### src/rtl/pushbutton_conditioner.sv
// Purpose: turn a raw, bouncing, active-low push button into a debounced level, press/release strobes and a long-press reset request.
// Latency: SYNC_STAGES+DEBOUNCE_CYCLES cycles from a clean raw edge to pressed/press_pulse/release_pulse; long press HOLD_CYCLES after the press is accepted.
// Backpressure: none; all outputs are free-running registered levels and single-cycle strobes.
module pushbutton_conditioner #(
  parameter int SYNC_STAGES     = 2,
  parameter int DEBOUNCE_CYCLES = 500000,
  parameter int HOLD_CYCLES     = 100000000
) (
  input  logic clock,
  input  logic reset_n,
  input  logic button_n,
  output logic pressed,
  output logic press_pulse,
  output logic release_pulse,
  output logic long_press_pulse,
  output logic reset_req_n
);

  localparam int DCW = $clog2(DEBOUNCE_CYCLES + 1);
  localparam int HCW = $clog2(HOLD_CYCLES + 1);

  // Debounce finishes on the sample that brings the run length to DEBOUNCE_CYCLES,
  // so the comparison is against the count held before that sample.
  localparam logic [DCW-1:0] DEB_LAST  = DCW'(DEBOUNCE_CYCLES - 1);
  localparam logic [HCW-1:0] HOLD_LAST = HCW'(HOLD_CYCLES - 1);
  localparam logic [HCW-1:0] HOLD_MAX  = HCW'(HOLD_CYCLES);

  typedef enum logic [1:0] {
    S_IDLE,
    S_PRESS_WAIT,
    S_PRESSED,
    S_RELEASE_WAIT
  } state_t;

  state_t                 state;
  logic [SYNC_STAGES-1:0] sync_q;
  logic                   btn_s;
  logic [DCW-1:0]         dbc_cnt;
  logic [HCW-1:0]         hold_cnt;
  logic                   dbc_done;
  logic                   release_accept;

  assign btn_s    = sync_q[SYNC_STAGES-1];
  assign dbc_done = (dbc_cnt == DEB_LAST);

  // A release is accepted this cycle when the debounce run completes while held.
  assign release_accept = btn_s && dbc_done &&
                          ((state == S_PRESSED) || (state == S_RELEASE_WAIT));

  // Synchronizer chain; resets to the released level so a held button must re-qualify.
  always_ff @(posedge clock or negedge reset_n) begin
    if (!reset_n) begin
      sync_q <= '1;
    end else begin
      sync_q <= {sync_q[SYNC_STAGES-2:0], button_n};
    end
  end

  // Debounce / hold state machine with registered outputs.
  always_ff @(posedge clock or negedge reset_n) begin
    if (!reset_n) begin
      state            <= S_IDLE;
      dbc_cnt          <= '0;
      hold_cnt         <= '0;
      pressed          <= 1'b0;
      press_pulse      <= 1'b0;
      release_pulse    <= 1'b0;
      long_press_pulse <= 1'b0;
      reset_req_n      <= 1'b1;
    end else begin
      press_pulse      <= 1'b0;
      release_pulse    <= 1'b0;
      long_press_pulse <= 1'b0;

      case (state)
        // Released side: IDLE with a zero count behaves as the first debounce step,
        // which lets DEBOUNCE_CYCLES=1 accept a single low sample directly.
        S_IDLE, S_PRESS_WAIT: begin
          if (!btn_s) begin
            if (dbc_done) begin
              state       <= S_PRESSED;
              dbc_cnt     <= '0;
              hold_cnt    <= '0;
              pressed     <= 1'b1;
              press_pulse <= 1'b1;
            end else begin
              state   <= S_PRESS_WAIT;
              dbc_cnt <= dbc_cnt + DCW'(1);
            end
          end else begin
            state   <= S_IDLE;
            dbc_cnt <= '0;
          end
        end

        // Held side: the hold counter keeps running through release glitches.
        S_PRESSED, S_RELEASE_WAIT: begin
          if (hold_cnt != HOLD_MAX) begin
            hold_cnt <= hold_cnt + HCW'(1);
          end
          // Suppress a long press that would coincide with the accepted release,
          // so reset_req_n never falls after pressed has dropped.
          if ((hold_cnt == HOLD_LAST) && !release_accept) begin
            long_press_pulse <= 1'b1;
            reset_req_n      <= 1'b0;
          end

          if (btn_s) begin
            if (dbc_done) begin
              state         <= S_IDLE;
              dbc_cnt       <= '0;
              pressed       <= 1'b0;
              release_pulse <= 1'b1;
              reset_req_n   <= 1'b1;
            end else begin
              state   <= S_RELEASE_WAIT;
              dbc_cnt <= dbc_cnt + DCW'(1);
            end
          end else begin
            state   <= S_PRESSED;
            dbc_cnt <= '0;
          end
        end

        default: begin
          state   <= S_IDLE;
          dbc_cnt <= '0;
        end
      endcase
    end
  end

endmodule

### config.mk
export PLATFORM = sky130hd
export DESIGN_NAME = pushbutton_conditioner
export DESIGN_NICKNAME = d
export VERILOG_FILES = /design/src/rtl/pushbutton_conditioner.sv
export SDC_FILE = /design/constraint.sdc
export NUM_CORES = 1
export LEC_CHECK = 0
export BUFFER_PORTS_ARGS = -buffer_cell sky130_fd_sc_hd__buf_2
export CORE_ASPECT_RATIO = 1.2
export CORE_UTILIZATION = 40
export CTS_CLUSTER_SIZE = 28
export DETAILED_ROUTE_END_ITERATION = 16
export GPL_ROUTABILITY_DRIVEN = 0
export GPL_TIMING_DRIVEN = 0
export PLACE_DENSITY = 0.63
export REMOVE_ABC_BUFFERS = 1
export SKIP_LAST_GASP = 1
export SYNTH_ARGS = -nofsm -noshare
export SYNTH_HDL_FRONTEND = slang
export SYNTH_SLANG_ARGS = --single-unit
### constraint.sdc
create_clock -name clock -period 2.31 [get_ports clock]
set_clock_uncertainty 0.05 [all_clocks]
set_input_delay 0.231 -clock clock [delete_from_list [all_inputs] [get_ports clock]]
set_output_delay 0.231 -clock clock [all_outputs]
set_load 0.02 [all_outputs]
==> impl_metrics.json <==
{
  "worst_slack_ns": 0.1280,
  "tightest_slew_ns": 1.194,
  "fin_crit_sh": 0.9446,
  "ys_warn_count": 0,
  "drive_gt1_frac": 0.1214,
  "fin_crit_ns": 2.182,
  "vias_per_cell": 5.205,
  "dp_hpwl_um": 3295,
  "global_route.usage.total": 0.1574,
  "fin_nets": 285,
  "die_area_mm2": 0.007145,
  "clock_latency_ns": 0.31,
  "die_w_um": 77.33,
  "timing.reg2reg.setup_slack_ns": 0.13,
  "r2r_cells": 5,
  "reg2reg_to": "hold_cnt[11]$_DFFE_PN0P_",
  "drv_cap": 0,
  "die_h_um": 92.40,
  "drtIter0Drc": 88,
  "crit_path_start": "dbc_cnt[9]$_DFF_PN0_",
  "syn_to_final_growth_pct": 9.922,
  "grt_pass1_wl_um": 8880,
  "fp-row-count": 32,
  "htree_levels": 2,
  "start_util": 0.4199,
  "worstPathRequired_ns": 2.44,
  "async_reset_ff_frac": 1.000,
  "synth_cell_types": 45,
  "hold_path_class": "primary input to asynchronous set/reset pin",
  "grt_max_degree": 55,
  "synth_cells": 268,
  "path_max_fanout": 10,
  "finalSetupViolCount": 0,
  "worstPathArrival_ns": 2.31,
  "start_kind": "flip-flop",
  "portBuffers": 7,
  "cp_slowest_cell": "or4_1",
  "routed_wl_um": 5016,
  "post-route-drc-count": 0,
  "num_antenna_cells": 0,
  "worstSetupPathType": "flip-flop to flip-flop",
  "io_pins": 8,
  "critPathCapture": "hold_cnt[11]$_DFFE_PN0P_",
  "end_kind": "flip-flop",
  "postRouteAntennaNets": 0,
  "r2r_start": "dbc_cnt[9]$_DFF_PN0_",
  "slowest_delay_ns": 0.57,
  "dp_cells": 354,
  "peakVddDrop_mv": 0.2743,
  "rsz0062_at_grt": "no",
  "cts_tree": "done",
  "antenna_found_initial": 0,
  "path_cells": "or4_1 > nor3_1 > nand2_1 > nor3_4 > nor2_1",
  "fin_cells": 365,
  "cts.sinks": 54,
  "dr.pass1.iters": 4,
  "syn-cell-area_mm2": 0.002724,
  "synth_seq_cells": 54,
  "outcome": "completed",
  "path_clk_slew_ns": 0.10,
  "root_buffer": "clkbuf_8",
  "final_area_mm2": 0.002994,
  "avgRoutedWirePerCell_um": 13.74,
  "ys.flop_type": "dfrtp_1",
  "power.density_mw_per_mm2": 544.1,
  "fmax_mhz": 458.3,
  "core-area_mm2": 0.006486,
  "seq_area_frac_synth": 0.4975,
  "syn_avg_cell_area_um2": 10.16,
  "synth-edff-count": 0,
  "maxSlewViolCount": 0,
  "grt-ovfl-total": 0,
  "cts-buffers-inserted": 5,
  "fill_cells": 648,
  "leakage_nw": 1.327,
  "post_dp_cell_area_mm2": 0.002830,
  "finalHoldViolCount": 0,
  "num_vias": 1900,
  "grt_pass1_vias": 1890,
  "dp_slack_ns": -0.4730,
  "clk_path_buf_depth": 2,
  "slew_headroom": 0.2038
}
critical path, delay by kind of cell (launching register included):
family	cells	cell delay, ns
flip-flops	1	0.45
AND/OR/NAND/NOR	5	1.56
area by class of cell:
cell class	instances	area, um^2	area share
multi-input cells	204	1338	0.4467
well taps	85	106.4	0.03552
repair buffers	9	65.06	0.02173
clock buffers	6	72.57	0.02424
inverters	5	18.77	0.006268
flip-flops and latches	54	1356	0.4530
clock inverters	2	37.54	0.01254
power breakdown:
| part | switching, mW | leakage (nW) | total, mW | internal [mW] |
|---|---|---|---|---|
| Clock | 0.311 | 0.0514 | 0.635 | 0.324 |
| Combinational | 0.0268 | 0.536 | 0.0341 | 0.00724 |
| Sequential | 0.00769 | 0.740 | 0.960 | 0.952 |
| Total | 0.346 | 1.33 | 1.63 | 1.28 |
cell usage after synthesis, drive strengths merged, types with 2 or more instances:
library cell | n | share of area
a21oi | 3 | 0.0055
and3 | 6 | 0.014
and4 | 5 | 0.016
buf | 4 | 0.010
clkbuf | 2 | 0.0028
dfrtp | 51 | 0.47
dfstp | 3 | 0.029
ha | 3 | 0.014
inv | 5 | 0.0069
nand2 | 23 | 0.033
nand3 | 14 | 0.028
nand3b | 2 | 0.0055
nand4 | 15 | 0.042
nor2 | 53 | 0.073
nor2b | 2 | 0.0046
nor3 | 5 | 0.011
nor3b | 2 | 0.0055
nor4 | 6 | 0.029
nor4b | 3 | 0.012
o21ai | 5 | 0.0092
or2 | 2 | 0.0046
or3 | 4 | 0.011
xnor2 | 14 | 0.045
xor2 | 25 | 0.080
what timing repair did:
item	in CTS	in global routing
cloned	1	0
pin swaps	1	2
gates resized for setup	2	1
buffers inserted	0	1
setup endpoints to repair	21	20
endpoints found under the hold margin	1	0
hold buffers	1	0
state kept, by name, summed over array words and instances (netlist names):
name,cells
hold_cnt,27
dbc_cnt,19
sync_q,2
long_press_pulse,1
press_pulse,1
pressed,1
release_pulse,1
reset_req_n,1
state,1
metal layers:
layer	part of all wire	wire, um	up-vias	GRT usage
li1	-	-	942	-
met1	0.47	2364	937	0.1932
met2	0.49	2481	14	0.2780
met3	0.022	110	7	0.03251
met4	0.012	59	0	0.04245
met5	0	0	-	0
cell families after synthesis:
kind of cell	count (synthesis)	share of synthesized area
AO/OA/AOI/OAI	12	0.03353
XOR/XNOR	39	0.1254
flip-flops	54	0.4975
buffers and inverters	11	0.01975
AND/OR/NAND/NOR	148	0.3064
multiplexers	1	0.003675
adder cells (fa/ha/maj)	3	0.01378
layout by cell type (no fill, tap or decap), types with 3 or more instances in the layout:
cell and n:
dfstp_2 3, nor2_1 53, nand3_1 13, a21oi_1 3
and4_1 5, or3_1 3, xnor2_1 14, ha_1 3
xor2_1 25, clkbuf_8 5, nand2_1 22, o21ai_0 5
and3_1 6, dfrtp_1 50, inv_1 5, buf_2 7
nand4_1 13, nor3_1 4
worst min-delay path by stage:
stage	start	to	slack [ns]
after floorplan	reset_n	dbc_cnt[0]$_DFF_PN0_	-0.11
after global placement	button_n	sync_q[0]$_DFF_PN1_	0.29
after detailed placement	button_n	sync_q[0]$_DFF_PN1_	0.29
after CTS	reset_n	pressed$_DFFE_PN0P_	0.16
after global routing	reset_n	press_pulse$_DFF_PN0_	0.22
final	reset_n	hold_cnt[24]$_DFFE_PN0P_	0.11
metrics by stage:
stage / power (mW) / util / hold WS [ns] / TNS (ns)
2_1_floorplan: 0.9860 / - / -0.1146 / 0
3_3_place_gp: 1.011 / 0.4363 / 0.2918 / -8.545
3_5_place_dp: 1.011 / 0.4363 / 0.2917 / -9.287
4_1_cts: 1.651 / 0.4583 / 0.1597 / 0
5_1_grt: 1.687 / 0.4616 / 0.2176 / 0
6_report: 1.629 / 0.4616 / 0.1133 / 0
Note: power is estimated with default switching activity, not from simulation.
